File: config.mk
export PLATFORM = sky130hd
export DESIGN_NAME = regwrite_arbiter
export DESIGN_NICKNAME = d
export VERILOG_FILES = /design/src/rtl/regarb_pkg.sv /design/src/rtl/rr_arb2.sv /design/src/rtl/regwrite_arbiter.sv
export SDC_FILE = /design/constraint.sdc
export NUM_CORES = 1
export LEC_CHECK = 0
export CORE_MARGIN = 2
export CORE_UTILIZATION = 35
export DETAILED_ROUTE_END_ITERATION = 10
export GPL_TIMING_DRIVEN = 0
export PLACE_DENSITY = 0.78
export RECOVER_POWER = 100
export SETUP_SLACK_MARGIN = 0.3
export SLEW_MARGIN = 20
export SYNTH_ARGS = -nofsm -noshare
export SYNTH_HDL_FRONTEND = slang
export SYNTH_SLANG_ARGS = --single-unit
File: constraint.sdc
create_clock -name clk -period 2.8 [get_ports clk]
set_clock_uncertainty 0.1 [all_clocks]
set_input_delay 0.84 -clock clk [delete_from_list [all_inputs] [get_ports clk]]
set_output_delay 0.84 -clock clk [all_outputs]
set_load 0.01 [all_outputs]
File: src/rtl/regarb_pkg.sv
// rtl/regarb_pkg.sv - shared constants and requester ids for the writeback arbiter
package regarb_pkg;

    localparam int NREG      = 17;
    localparam int SP_IDX    = 16;
    localparam int REG_IDX_W = 5;

    typedef enum logic {
        REQ_ALU = 1'b0,
        REQ_LSU = 1'b1
    } req_id_e;

endpackage

File: src/rtl/rr_arb2.sv
// rtl/rr_arb2.sv - two-requester round-robin grant with favoured-requester pointer
module rr_arb2
    import regarb_pkg::*;
(
    input  logic clk,
    input  logic rst,
    input  logic req_alu_i,
    input  logic req_lsu_i,
    output logic gnt_alu_o,
    output logic gnt_lsu_o
);

    req_id_e ptr_q, ptr_d;

    always_comb begin
        gnt_alu_o = !rst && req_alu_i && (!req_lsu_i || (ptr_q == REQ_ALU));
        gnt_lsu_o = !rst && req_lsu_i && (!req_alu_i || (ptr_q == REQ_LSU));
        ptr_d     = ptr_q;
        // Favour whoever lost this cycle; a lone winner also hands priority over.
        if (gnt_alu_o) begin
            ptr_d = REQ_LSU;
        end else if (gnt_lsu_o) begin
            ptr_d = REQ_ALU;
        end
    end

    always_ff @(posedge clk) begin
        if (rst) begin
            ptr_q <= REQ_LSU;
        end else begin
            ptr_q <= ptr_d;
        end
    end

endmodule

File: src/rtl/regwrite_arbiter.sv
// rtl/regwrite_arbiter.sv - ALU/LSU writeback arbiter with busy scoreboard; REGARB_FWD_EN adds a bypass port
module regwrite_arbiter
    import regarb_pkg::*;
#(
    parameter int DATA_W = 32,
    parameter int NREG   = 17
) (
    input  logic                 clk,
    input  logic                 rst,
    input  logic                 alu_valid,
    output logic                 alu_ready,
    input  logic [REG_IDX_W-1:0] alu_rd,
    input  logic [DATA_W-1:0]    alu_wd,
    input  logic                 lsu_valid,
    output logic                 lsu_ready,
    input  logic [REG_IDX_W-1:0] lsu_rd,
    input  logic [DATA_W-1:0]    lsu_wd,
    input  logic                 claim_en,
    input  logic [REG_IDX_W-1:0] claim_rd,
    input  logic [REG_IDX_W-1:0] q_rs,
    input  logic [REG_IDX_W-1:0] q_rt,
    output logic                 busy_rs,
    output logic                 busy_rt,
    output logic                 RegW,
    output logic [REG_IDX_W-1:0] Rd,
    output logic [DATA_W-1:0]    wd,
    output logic                 bad_idx
`ifdef REGARB_FWD_EN
   ,output logic                 fwd_hit_rs,
    output logic                 fwd_hit_rt,
    output logic [DATA_W-1:0]    fwd_data
`endif
);

    logic                 xfer;
    logic [REG_IDX_W-1:0] sel_rd;
    logic [DATA_W-1:0]    sel_wd;
    logic                 sel_in_range;
    logic                 regw_q, regw_d;
    logic                 bad_q, bad_d;
    logic [REG_IDX_W-1:0] rd_q, rd_d;
    logic [DATA_W-1:0]    wd_q, wd_d;
    logic [NREG-1:0]      busy_q, busy_d;

    rr_arb2 u_arb (
        .clk       (clk),
        .rst       (rst),
        .req_alu_i (alu_valid),
        .req_lsu_i (lsu_valid),
        .gnt_alu_o (alu_ready),
        .gnt_lsu_o (lsu_ready)
    );

    always_comb begin
        xfer         = alu_ready || lsu_ready;
        sel_rd       = lsu_ready ? lsu_rd : alu_rd;
        sel_wd       = lsu_ready ? lsu_wd : alu_wd;
        sel_in_range = int'(sel_rd) < NREG;
        // R0 writes are swallowed silently; out-of-range writes are flagged instead.
        regw_d = xfer && sel_in_range && (sel_rd != '0);
        bad_d  = xfer && !sel_in_range;
        rd_d   = xfer ? sel_rd : rd_q;
        wd_d   = xfer ? sel_wd : wd_q;

        busy_d = busy_q;
        if (regw_d) begin
            busy_d[sel_rd] = 1'b0;
        end
        // A claim landing with a clear of the same register wins: a new producer is in flight.
        if (claim_en && (claim_rd != '0) && (int'(claim_rd) < NREG)) begin
            busy_d[claim_rd] = 1'b1;
        end
    end

    always_comb begin
        busy_rs = 1'b0;
        busy_rt = 1'b0;
        if ((q_rs != '0) && (int'(q_rs) < NREG)) begin
            busy_rs = busy_q[q_rs];
        end
        if ((q_rt != '0) && (int'(q_rt) < NREG)) begin
            busy_rt = busy_q[q_rt];
        end
    end

    always_ff @(posedge clk) begin
        if (rst) begin
            regw_q <= 1'b0;
            bad_q  <= 1'b0;
            rd_q   <= '0;
            wd_q   <= '0;
            busy_q <= '0;
        end else begin
            regw_q <= regw_d;
            bad_q  <= bad_d;
            rd_q   <= rd_d;
            wd_q   <= wd_d;
            busy_q <= busy_d;
        end
    end

    assign RegW    = regw_q;
    assign Rd      = rd_q;
    assign wd      = wd_q;
    assign bad_idx = bad_q;

`ifdef REGARB_FWD_EN
    assign fwd_hit_rs = regw_q && (rd_q == q_rs) && (rd_q != '0);
    assign fwd_hit_rt = regw_q && (rd_q == q_rt) && (rd_q != '0);
    assign fwd_data   = regw_q ? wd_q : '0;
`endif

endmodule

* Word-level counts from Yosys, hierarchy flattened
Cells that the tools add are included.
** Operators by class
- Add/subtract/negate cells :: 0
- Multiply operators :: 0
- Div/mod/pow operators :: 0
- $lt $le $gt $ge :: 10
- Eq/ne operators :: 0
- Shifts and indexed selects :: 0
- Mux-type cells :: 14
- Bitwise logic cells :: 4
- Reduce and logical (&&, ||, !) cells :: 25
** Operators with widths (count)
- 17-bit two-way mux :: 2
- 32-bit two-way mux :: 1
- 5-bit by 6-bit < comparator with 1-bit output (second input constant) :: 4
- 5-bit < comparator (second input constant) :: 4
- 5-bit nonzero test :: 4
- 17-bit bitwise AND :: 1
- 17-bit NOT :: 1
- 17-bit bitwise OR :: 1
- 1-bit logical AND :: 13
- 1-bit binary-select mux with 5-bit select :: 2
- 1-bit demux with 5-bit select :: 2
- 5-bit by 1-bit >= comparator with 1-bit output (second input constant) :: 2
- 1-bit two-way mux :: 6
- 5-bit two-way mux :: 1
- 1-bit logical NOT :: 4
- 1-bit logical OR :: 3
- 2-bit OR reduction :: 1
- 1-bit NOT :: 1
** Word-level totals
- Bits in registers :: 57
- Latch bits :: 0
- Bits in writable memories :: 0
- ROM bits :: 0
- Bits of input ports :: 94
- Output and inout port bits :: 43
- Word-level logic and storage cells :: 59
- Memories kept :: 0

* Depth between registers and ports, before layout
- Depth after elaboration :: 13
- Gate-level depth with buffers :: 7
- Depth with buffers taken out :: 6

* By module
From an unflattened synthesis, not the netlist that was laid out.
** Second synthesis, totals
- Cells, all modules :: 351
- Area, all modules :: 2914.0 um^2
** Modules (own cells, without submodules)
- regwrite_arbiter :: times used 1, cells each 344, area an instance 2856.5 um^2, seq. area each 1101.1 um^2
- rr_arb2 :: times used 1, cells each 7, area an instance 57.6 um^2, seq. area each 20.0 um^2

* Worst setup path before layout
No wires, ideal clock.
- Path type :: input port to output port
- From :: in q_rs[0]
- To :: out busy_rs
- Data arrival time :: 1971 ps
- Required time :: 1860 ps
- Setup slack :: -111 ps
- Cell stages on the path :: 5
- Path buffers :: 1
- Cells stage by stage :: buf_2 -> mux4_2 -> mux2_2 -> nand3b_1 -> o311ai_1
** On the way
- Longest elaborated chain between the ends :: 3
- Elaborated cells on any way between the ends :: 6
- Those cells by class :: order compare: 1; mux: 3; reduce/logical: 2
** RTL lines
- from (decl) :: line regwrite_arbiter.sv:20 : input logic [REG_IDX_W-1:0] q_rs,
- 1-bit binary-select mux with 5-bit select (tied with other cells) :: line regwrite_arbiter.sv:79 : busy_rs = busy_q[q_rs];
- 1-bit two-way mux (implied by the code) or 1-bit logical AND (tied branches) :: line regwrite_arbiter.sv:79, regwrite_arbiter.sv:78
- 1-bit two-way mux (*) :: line regwrite_arbiter.sv:78 : if ((q_rs != '0) && (int'(q_rs) < NREG)) begin
- to (decl) :: line regwrite_arbiter.sv:22 : output logic busy_rs,
Mark *: on every way between the ends. The rest lies on a longest branch, timed or not. The select of a mux whose other input is x is not followed.

* Final worst setup path
Ends and elaborated chain as after synthesis.

==> impl_summary.md <==
Outcome
The flow ran to the end, but the final reports show violations. The checks that failed: setup timing.

Worst setup path
The data required time at the worst endpoint is 1.86 ns. The combined buffer and inverter count along the critical path is 2. The library cell contributing the largest single delay on the critical path is mux4_2. The critical path launch point type is an input pin. In this design, the largest share of critical-path delay is due to multiplexers. Along the worst path, the maximum fanout reaches 4. The critical path starts at q_rs[0]. Walking the worst path, the cells encountered are buf_12 > mux4_2 > mux2_4 > nand3b_1 > o311ai_2 > buf_2. The worst register-to-register path has a depth of 7. The worst register-to-register path ends at busy_q[7]. The peak per-stage delay on the critical path is 0.48 ns.

The count of cell instances traversed by the critical path is 6. The startpoint-to-endpoint class of the critical path is in2out. STA classifies the critical path endpoint as a primary output. The arrival time of data at the critical path endpoint is 2.02 ns. The beginning of the worst register-to-register path is u_arb.ptr_q. The last element of the critical path is busy_rs. Setup slack on the worst reg-to-reg path comes out at 0.90 ns.

Yosys
The share of synthesized area in the top cell type comes to 37.57%. The sequential-to-total area share from yosys stat is 37.57%. By area the synthesized netlist is led by dfxtp_1, nand2_1, a311oi_1. The post-synthesis average cell area is 8.153 sq um.

The register bit count reported by yosys is 56. The commonest register cell after synthesis is dfxtp_1. The post-synth design cell area is 0.002984 sq mm. The gate count of the mapped netlist is 366. The proportion of synthesized flip-flops having asynchronous set or reset is 0%. Summed over all instances, the cell type with the most area after synthesis is dfxtp_1.

The count of flip-flops with a built-in enable after synthesis is 0. Yosys mapped the design onto 50 distinct sky130hd cell types. The number of nets handed over by synthesis was 460. Yosys printed 0 warnings.

Route
The routed layout has 3357 vias. The number of vias per cell after detailed routing is 5.423. The number of iterations in the first detailed-routing pass is 4. The DRC violations left is 0. The remaining antenna violation count is 0. The first routing iteration left 211 violations.

Dividing the detail-routed wire length by the instance count gives 16.06 um. The total wirelength of the detailed-routed design is 9.943 mm.

Power and ir drop
In this run the power spent charging and discharging nets is 596.4 uW. The relative contribution of the clock network to total power is 22.9%. For this design the ratio of total power to cell area is 436.8 mW/mm^2. The internal power is 1.416 mW.

The maximum ir drop on the vdd rail is 197.6 uV. Of the total power, registers draw 47.9%. Per report_power, the combinational group accounts for 29.2% of the total.

Net switching is 29.64% of the power. For this design the static power due to leakage is 1.904 nW. The total power after layout is 2.012 mW.

Timing
The hold violation count in the final report is 0. The total of endpoints with negative setup slack in the final report is 2. For the pin with the worst max-slew slack, the measured transition is 0.7038 ns. After layout, the minimum clock period comes to 2.962 ns.

The final cycle utilization of the critical path is 105.8%. Setup repair after global routing could not meet its margin everywhere. After layout, the worst setup slack is -0.1619 ns. The total count of max-transition violations in the final report was 0.

In the final timing run, aggregate negative setup slack is -0.1872 ns. The worst-case headroom to the max-slew limit is 52.91%. Based on the critical path, the design can be clocked at up to 337.6 MHz.

Clock tree
The total clock buffers created by CTS is 5. The cell at the root of the clock tree is clkbuf_8. The maximum buffer depth of the clock tree is 2. The maximum level of the CTS H-tree is 2. The number of clock sinks seen by CTS is 56. The clock network latency to the later pin of the worst-skew pair is 0.31 ns. The TritonCTS clock tree is built. After clock tree synthesis, the clock-pin slew on the worst setup and hold paths is 0.09 ns.

Placed design
The final estimated routing congestion in global placement is 0.9102. After detailed placement, the design holds a cell count of 605. The worst-case setup slack after placement is -0.9188 ns. During placement, the flow inserted port buffers numbering 134. Once placement finished, the instance area stood at 0.004499 sq mm. The HPWL after detailed placement is 7.556 mm.

Global route
For this run the aggregate overflow at the end of global routing stands at 0. The via count of the first global-routing pass was 3072. The initial antenna violation count is 0. Across every metal layer, demand over resource in global routing totals 21.29%. The first global-routing pass estimated 15.25 mm of wire. Entering global routing, the biggest net connects 17 pins.

Final layout
For this run, the post-layout net count is 608. The multi-input combinational cells in the finished layout cover a total of 0.001698 sq mm. Compared with the post-synthesis result, the final layout area differs by 54.38%. Fill cells in the final layout number 777. The area of all placed cells without fillers is 0.004607 sq mm. Cells with a size suffix above 1 make up 10.31% of the layout. The number of diodes is 0. After the flow finishes, the layout carries non-filler instances totaling 619.

The combined flip-flop and latch cell area is 0.001121 sq mm.

Hold path
The min-delay analysis places its worst path in the category reg2reg. The number of cells traversed by the worst hold path is 2.

Floorplanning
The die is 96.34 um tall. The count of standard-cell rows is 33. The die covers 0.009280 sq mm. In this run the horizontal extent of the chip is 96.34 um.

The initial standard-cell utilization of the core is 36.14%. The region available for standard cell placement spans 0.008258 sq mm. During I/O placement, the number of pins put on the boundary was 137.

Flow run
Across the run, the number of max-cap violations was 0.
==> logic make-up after synthesis <==
group | after synthesis | share of synthesized area [%]
buffers and inverters | 30 | 5.618
muxes | 15 | 7.757
DFF | 56 | 37.57
and+or+nand+nor | 178 | 26.16
xor gates and xnor gates | 1 | 0.2936
AOI/OAI and AO/OA | 86 | 22.60
==> power groups by stage <==
| stage | Sequential, mW | Combinational (mW) | Clock (mW) |
|---|---|---|---|
| global placement | 0.975 | 0.589 | 0 |
| detailed placement | 0.982 | 0.599 | 0 |
| global route | 0.976 | 0.641 | 0.498 |
| finish | 0.963 | 0.588 | 0.461 |
| floorplan | 0.982 | 0.277 | 0 |
| CTS | 0.964 | 0.609 | 0.474 |
==> Yosys cell counts, drive strengths merged, types with 3 or more instances <==
cell type,n
clkbuf,9
mux2i,7
a41oi,3
a311oi,35
inv,6
a21bo,4
nor4,4
nor2,57
o211ai,4
dfxtp,56
nor2b,4
nand3,8
a31oi,8
nor3,3
o21ai,12
nand2,84
mux4,6
buf,15
nor4b,3
a21oi,10
nand2b,5
==> area by class of cell <==
type	instances	share of cell area (%)
multi-input cells	280	36.85
repair buffers	141	29.49
flip-flops and latches	56	24.33
plain buffers	24	3.992
well taps	105	2.852
clock buffers	6	1.793
inverters	6	0.4889
clock inverters	1	0.1901
==> worst min-delay path: cells and delay by family, from the launching register on <==
family           cells  cell delay, ns
AO/OA/AOI/OAI        1            0.05
AND/OR/NAND/NOR      1            0.05
flip-flops           1            0.33
==> timing repair <==
action                                  CTS  global route
endpoints found under the setup margin   20             3
gates resized for setup                  53             4
buffers inserted                          7             0
pin swaps                                 2             0
hold buffers                              0             0
==> through the flow <==
stage                     hold WS, ns  util (%)
after global routing           0.4058     55.79
after floorplan                0.3565         -
after global placement         0.3477     54.48
after detailed placement       0.3604     54.48
after CTS                      0.3730     56.17
final                          0.3727     55.79
==> placed cells by master, fill, tap and decap left out, types with 2 or more instances in the layout <==
cell type        synthesis  final
nand2_1                 83     84
clkdlybuf4s50_1          0     80
dfxtp_1                 56     56
nor2_1                  56     56
dlygate4sd3_1            0     41
a311oi_1                35     35
clkbuf_1                 9     12
a21oi_1                 10     10
o21ai_0                  8     10
buf_2                    8      9
buf_6                    6      8
nand3_1                  8      8
a31oi_1                  8      8
buf_4                    0      7
mux4_2                   6      6
mux2i_1                  6      6
clkbuf_8                 0      6
nand2b_1                 5      5
inv_1                    5      5
nor4_1                   4      4
nor2b_1                  4      4
o211ai_1                 4      4
a41oi_1                  2      3
a21bo_1                  3      3
nor3_1                   3      3
dlygate4sd2_1            0      3
buf_12                   0      2
nand3b_1                 2      2
and3_1                   2      2
o21ai_1                  4      2
nand4_1                  2      2
==> how the worst min path moves through the flow <==
stage	to	start
3_5_place_dp	Rd[4]	Rd[4]
3_3_place_gp	Rd[4]	Rd[4]
4_1_cts	Rd[4]	Rd[4]
2_1_floorplan	busy_q[13]	busy_q[13]
6_report	Rd[4]	Rd[4]
5_1_grt	Rd[4]	Rd[4]
==> registers in the layout, indices dropped and copies added, names as in the netlist <==
register	cells
wd	32
bad_idx	1
u_arb.ptr_q	1
Rd	5
busy_q	16
RegW	1
==> layer usage <==
| layer | vias up | routed length, um | share of wire (%) | GRT usage, % |
|---|---|---|---|---|
| met2 | 151 | 4663 | 47 | 35.53 |
| met3 | 21 | 819 | 8.2 | 4.699 |
| met1 | 1555 | 4190 | 42 | 26.89 |
| met4 | 0 | 270 | 2.7 | 7.864 |
| li1 | 1630 | - | - | - |
| met5 | - | 0 | 0 | 0 |
No activity file was read; power rests on OpenSTA's default activity.
